[src/rtl/mantissa_multiplier_iter.sv]
// Iterative unsigned W x W mantissa multiplier (W = SUB_W*SUB_N) with 1/2/4-lane SIMD modes.
// One B chunk is folded into a 2W-bit accumulator per cycle using a single row of SUB_N sub-multipliers.
module mantissa_multiplier_iter #(
  parameter int SUB_W = 7,
  parameter int SUB_N = 4,
  localparam int W = SUB_W * SUB_N
) (
  input  logic             clk,
  input  logic             rst_n,
  input  logic             in_valid,
  output logic             in_ready,
  input  logic [W-1:0]     A,
  input  logic [W-1:0]     B,
  input  logic [1:0]       op,
  output logic             out_valid,
  input  logic             out_ready,
  output logic [2*W-1:0]   out,
  output logic [1:0]       op_out,
  output logic [1:0]       fsm_state
);

  localparam int CW = (SUB_N > 1) ? $clog2(SUB_N) : 1;
  localparam logic [CW-1:0] CNT_LAST = CW'(SUB_N - 1);

  typedef enum logic [1:0] {
    IDLE = 2'd0,
    CALC = 2'd1,
    DONE = 2'd2
  } state_t;

  state_t          state;
  logic [W-1:0]    a_reg;
  logic [W-1:0]    b_reg;
  logic [1:0]      op_reg;
  logic [2*W-1:0]  acc;
  logic [CW-1:0]   cnt;

  logic [2*W-1:0]     step_sum;
  logic [2*SUB_W-1:0] pp;
  logic [SUB_W-1:0]   b_chunk;
  logic               same_lane;

  // Handshake: a transfer happens on a rising edge where valid and ready are both high.
  // in_ready and out_valid depend on state only, so out_ready never reaches in_ready combinationally.
  assign in_ready  = (state == IDLE);
  assign out_valid = (state == DONE);
  assign out       = acc;
  assign op_out    = op_reg;
  assign fsm_state = state;

  // Partial products outside the current B chunk's lane are dropped, so no carry crosses a lane field.
  always_comb begin
    step_sum  = '0;
    pp        = '0;
    same_lane = 1'b0;
    b_chunk   = b_reg[int'(cnt)*SUB_W +: SUB_W];
    for (int j = 0; j < SUB_N; j++) begin
      case (op_reg)
        2'b01:   same_lane = (j / (SUB_N/2)) == (int'(cnt) / (SUB_N/2));
        2'b10:   same_lane = (j / (SUB_N/4)) == (int'(cnt) / (SUB_N/4));
        default: same_lane = 1'b1;
      endcase
      pp = {{SUB_W{1'b0}}, a_reg[j*SUB_W +: SUB_W]} * {{SUB_W{1'b0}}, b_chunk};
      if (same_lane) begin
        step_sum = step_sum + ({{(2*W-2*SUB_W){1'b0}}, pp} << ((int'(cnt) + j) * SUB_W));
      end
    end
  end

  always_ff @(posedge clk or negedge rst_n) begin
    if (!rst_n) begin
      state  <= IDLE;
      a_reg  <= '0;
      b_reg  <= '0;
      op_reg <= '0;
      acc    <= '0;
      cnt    <= '0;
    end else begin
      case (state)
        IDLE: begin
          if (in_valid) begin
            a_reg  <= A;
            b_reg  <= B;
            op_reg <= op;
            acc    <= '0;
            cnt    <= '0;
            state  <= CALC;
          end
        end
        CALC: begin
          acc <= acc + step_sum;
          if (cnt == CNT_LAST) begin
            state <= DONE;
          end else begin
            cnt <= cnt + CW'(1);
          end
        end
        DONE: begin
          if (out_ready) begin
            state <= IDLE;
          end
        end
        default: state <= IDLE;
      endcase
    end
  end

endmodule

[config.mk]
export PLATFORM = sky130hd
export DESIGN_NAME = mantissa_multiplier_iter
export DESIGN_NICKNAME = d
export VERILOG_FILES = /design/src/rtl/mantissa_multiplier_iter.sv
export SDC_FILE = /design/constraint.sdc
export NUM_CORES = 1
export LEC_CHECK = 0
export ABC_AREA = 1
export CAP_MARGIN = 5
export CORE_ASPECT_RATIO = 0.75
export CORE_MARGIN = 1
export CORE_UTILIZATION = 55
export CTS_BUF_LIST = sky130_fd_sc_hd__clkbuf_16
export CTS_CLUSTER_SIZE = 10
export DETAILED_ROUTE_END_ITERATION = 8
export PLACE_DENSITY_LB_ADDON = 0.2
export SLEW_MARGIN = 10
export SYNTH_ARGS = -nofsm -noshare
export SYNTH_HDL_FRONTEND = slang
export SYNTH_SLANG_ARGS = --single-unit
[constraint.sdc]
create_clock -name clk -period 33.2 [get_ports clk]
set_input_delay 6.64 -clock clk [delete_from_list [all_inputs] [get_ports clk]]
set_output_delay 6.64 -clock clk [all_outputs]
set_load 0.02 [all_outputs]
* Yosys cells after proc, flatten, opt, wreduce, memory -nomap -nowiden *
Index checks and enable logic that the tools add are counted.

operators by class
  reduce and logical (&&, ||, !) cells = 8
  shift-type cells = 5
  multiply operators = 8
  equality and inequality tests = 12
  add/sub/neg operators = 8
  muxes and demuxes = 17

operator list
  kind                   count
  $mux W56               5
  $add A56 B56 Y56       4
  $shl A14 B6 Y56        3
  $pmux W56 S2           1
  $logic_not A32 Y1      2
  $mul A7 B7 Y14         4
  $shl A14 B5 Y56        1
  $shiftx A28 B32 Y7     1
  $mul A3 B3 Y6 const B  3
  $mux W2                5
  $pmux W1 S2            4
  $add A2 B2 Y3 const B  2
  $eq A2 B2 Y1 const B   3
  $ne A2 B2 Y1 const B   3
  $pmux W2 S3            1
  $reduce_and A3 Y1      2
  $mul A2 B3 Y5 const B  1
  $eq A2 B1 Y1 const B   2
  $eq A2 B2 Y1 const A   2
  $pmux W2 S2            1
  $reduce_and A2 Y1      2
  $add A2 B1 Y3 const B  1
  $add A2 B1 Y2 const B  1
  $eq A1 B2 Y1 const A   1
  other kinds (3)        3

storage, ports and cells
  input bits = 62
  register bits after elaboration = 118
  output and inout port bits = 62
  word-level logic and storage cells = 64

* Logic depth before layout (Yosys ltp) *
  depth after elaboration = 13
  depth in mapped cells = 94
  depth with buffers taken out = 87

* Worst setup path before layout *
OpenSTA, ideal clock, no wires.

  path kind = reg-to-reg
  from = reg cnt[0]
  to = reg acc[53], in the netlist out[53]
  setup slack = 20340 ps
  arrival time = 12777 ps
  library setup time = 83 ps
  cell stages (with the launch flop) = 81
  data required time = 33117 ps
  period minus slack after synthesis = 12860 ps
  path buffers = 7
  cells stage by stage = dfrtp_1 -> buf_6 -> inv_6 -> buf_2 -> buf_2 -> buf_2 -> buf_2 -> buf_1 -> nand2_1 -> nand3_1 -> nand2_1 -> inv_1 -> buf_2 -> nand2_1 -> fa_1 -> fa_1 -> inv_1 -> fa_1 -> [... 45 more ...] -> a21oi_1 -> inv_1 -> or2_2 -> a21oi_1 -> a21oi_1 -> ha_1 -> nand2_1 -> nor2_1 -> inv_1 -> nor4_1 -> nand3_1 -> nand3_1 -> a21o_1 -> nand2_1 -> o211ai_1 -> a21oi_1 -> xor2_1 -> o21ai_0

on the way
  word-level cells in the longest chain between the ends = 13
  elaborated cells on any way between the ends = 33
  those cells by class = add/sub: 7; mul: 8; eq/ne: 3; shift: 5; mux: 9; reduce/logical: 1

ends and longest elaborated chain
  what                      RTL line  RTL
  start: declaration        36        logic [CW-1:0] cnt;
  start signal: assignment  95        cnt <= cnt + CW'(1);
  $mul A2 B3 Y5             56, 65
  $shiftx A28 B32 Y7        56        b_chunk = b_reg[int'(cnt)*SUB_W +: SUB_W];
  $mul A7 B7 Y14            63        pp = {{SUB_W{1'b0}}, a_reg[j*SUB_W +: SUB_W]} * {{SUB_W{1'b0}}, b_chunk};
  $shl A14 B5 Y56           65        step_sum = step_sum + ({{(2*W-2*SUB_W){1'b0}}, pp} << ((int'(cnt) + j) * SUB_W));
  $mux W56                  64        if (same_lane) begin
  $add A56 B56 Y56          65
  $mux W56                  64
  $add A56 B56 Y56          65
  $mux W56                  64
  $add A56 B56 Y56          65
  $mux W56 *                64
  $add A56 B56 Y56 *        91        acc <= acc + step_sum;
  $pmux W56 S2 *            79        case (state)
  end signal: assignment    91
  end: declaration          35        logic [2*W-1:0] acc;

Mark *: on every way between the ends. The rest lies on a longest branch, timed or not.
A chain may end at the register's enable or synchronous reset.

* Final worst setup path *
Ends and elaborated chain as after synthesis.

==> results.sh <==
export IMPL_drv_slew=0
export IMPL_end_kind="flip-flop"
export IMPL_hold_buffers=0
export IMPL_setup_viol=0
export IMPL_cts_root_buf="clkbuf_16"
export IMPL_dieArea_sq_um=54880
export IMPL_initial_core_util_pct=55.80
export IMPL_clock_path_buffers=2
export IMPL_synth_cell_types=76
export IMPL_synth_top_family_by_area="simple AND/OR/NAND/NOR gates"
export IMPL_pin_count=124
export IMPL_yosys_top_cells_count="1291 x nand2_1, 654 x inv_1, 549 x nor2_1"
export IMPL_global_route_overflow_total=0
export IMPL_synthXorXnorAreaFrac_pct=4.956
export IMPL_syn_inst=4900
export IMPL_htree_levels=4
export IMPL_critical_path_class="flip-flop to flip-flop"
export IMPL_finalCriticalPeriod_ns=16.13
export IMPL_grt_max_degree=89
export IMPL_die_h_um=203.1
export IMPL_grt_usage_pct=42.30
export IMPL_die_w_um=270.2
export IMPL_drtIter0Drc=4434
export IMPL_synth_edf_count=0
export IMPL_drt_pass1_iter_count=8
export IMPL_vias=33651
export IMPL_tns_ns=0
export IMPL_relSlewSlack_pct=4.435
export IMPL_netlist_area_leader_share_pct=16.34
export IMPL_cp_required_ns=33.63
export IMPL_synthSimpleGateAreaFrac_pct=32.08
export IMPL_drive_above_1_share_pct=4.717
export IMPL_syn2layout_area_growth_pct=7.853
export IMPL_hold_viol=0
export IMPL_largest_reg_flops=56
export IMPL_ys_flop_type="dfrtp_1"
export IMPL_wl_per_cell_um=20.59
export IMPL_avgSynthCellArea_sq_um=6.054
export IMPL_numPortBuffers=123
export IMPL_min_path_type="flip-flop to flip-flop"
export IMPL_synth_largest_area_cell="nand2_1"
export IMPL_vias_per_cell=5.954
export IMPL_status="finished clean"
export IMPL_maxCapViolations=0
export IMPL_drc=0
export IMPL_slowest_delay_ns=0.69
export IMPL_hpwlAfterDp_um=97260
export IMPL_grt_pass1_vias=30631
export IMPL_cts_resized_gates=0
export IMPL_synthArstFlopShare_pct=100.0
export IMPL_clock_sinks=118
export IMPL_tightest_slew_ns=1.418
export IMPL_slowest_stage="inv_1"
export IMPL_wl_um=116400
export IMPL_drtAntennaViolNets=0
export IMPL_fin_crit_sh_pct=48.60
export IMPL_rsz0062_at_grt="false"
export IMPL_antenna_cells=0
export IMPL_cp_start_kind="flip-flop"
export IMPL_nNetsFinal=5439
export IMPL_synth_area_leaders="nand2_1 16%, ha_1 15%, dfrtp_1 10%"
export IMPL_clkTransAtPathRegs_ns=0.07
export IMPL_synth_fa_ha_area_share_pct=21.51
export IMPL_cp_common_cell="nand2_1"
export IMPL_seq_area_frac_synth_pct=9.954
export IMPL_synth_most_common_cell="nand2_1"
export IMPL_cp_max_fo=49
export IMPL_cts_setup_buffers=0
export IMPL_gp_congestion=1.120
export IMPL_synth_seq_cells=118
export IMPL_arrival_ns=16.56
export IMPL_clk_latency_ns=0.51
export IMPL_fillers=5326
export IMPL_muxShareOfSynthArea_pct=0.6074
export IMPL_cts_inserted_buffers=17
export IMPL_r2r_slack_ns=17.07
export IMPL_synth_compound_area_share_pct=20.03
export IMPL_grt_pass1_wl_um=178300
export IMPL_antenna_found_initial=2
export IMPL_clock_skew_ns=0.01773
export IMPL_rows=73
export IMPL_core_area_sq_um=53160
export IMPL_fmax_mhz=61.98
export IMPL_yosysWarnings=0
export IMPL_cts_tree="yes"
export IMPL_netlist_area_sq_um=29660
[cells by family (layout without fill, tap and decap cells)]
kind of cell	after synthesis	count (layout)
AO/OA/AOI/OAI	1038	1038
XOR/XNOR	167	167
adder cells (fa/ha/maj)	450	450
buffers and inverters	826	860
flip-flops	118	118
multiplexers	18	18
other	2	8
AND/OR/NAND/NOR	2281	2281
[per-layer routing]
layer / vias to the layer above / part of all wire (%) / GRT usage, % / wire [um]
met5: - / 0.095 / 1.316 / 110
met4: 4 / 1.6 / 8.293 / 1851
met3: 129 / 16 / 17.20 / 18070
met2: 1906 / 36 / 54.61 / 42070
met1: 15541 / 47 / 63.95 / 54290
li1: 16071 / - / - / -
[path summary, 6_finish.rpt]
path | start | endpoint | cells after the start
setup reg to reg | cnt[0] | out[53] | 72
setup / recovery | cnt[0] | out[53] | 72
hold reg to reg | b_reg[21] | b_reg[21] | 2
min in group asynchronous | rst_n | out[49] | 1
max in group asynchronous | rst_n | cnt[0] | 2
hold / removal | b_reg[21] | b_reg[21] | 2
[worst max-delay path, delay by kind of cell (launching register included)]
family / cells / cell delay [ns]
xor+xnor: 4 / 0.64
fa+ha+maj: 9 / 3.84
simple gates: 21 / 3.51
flops: 1 / 0.38
mux: 1 / 0.18
compound gates: 25 / 5.52
buf+inv: 12 / 1.92
[cell type report]
type	instances	area [sq um]	area share (%)
clock buffers	17	425.4	1.330
clock inverters	15	168.9	0.5279
inverters	676	2545	7.954
multi-input cells	3962	23560	73.64
flip-flops and latches	118	2954	9.233
well taps	712	890.9	2.784
repair buffers	152	1450	4.532
[cell usage in the layout, fill, tap and decap left out, drive strengths merged, types with 4 or more instances in the layout]
cell type      Yosys  routed
a21boi            15      15
a21o              22      22
a21oi            366     366
a31oi             75      75
and2              11      11
and3               4       4
buf               52      30
clkbuf            98      17
clkdlybuf4s50      0     122
clkinv             3       7
conb               2       8
dfrtp            118     118
fa               100     100
ha               350     350
inv              673     682
mux2i             18      18
nand2           1308    1308
nand3            261     261
nand3b             5       5
nand4             40      40
nor2             568     568
nor3              28      28
nor4              12      12
o211ai            17      17
o21a              27      27
o21ai            422     422
o21bai            22      22
o221ai             8       8
o22ai             32      32
o31ai              8       8
o32ai              5       5
or2               44      44
xnor2             73      73
xor2              94      94
[stage by stage]
step	cell area (sq um)	cells	worst slack, ns	util [%]	hold WS [ns]
floorplan	29690	4906	20.34	-	0.4487
global placement	31400	5620	18.04	59.07	0.4682
detailed placement	31400	5620	17.77	59.07	0.4822
CTS	31990	5652	17.71	60.19	0.5004
global route	31990	5652	16.07	60.19	0.5288
finish	31990	5652	17.07	60.19	0.5024
Power is not shown: default switching activity piles up to over one toggle a cycle in this logic, so the estimate is an artifact.
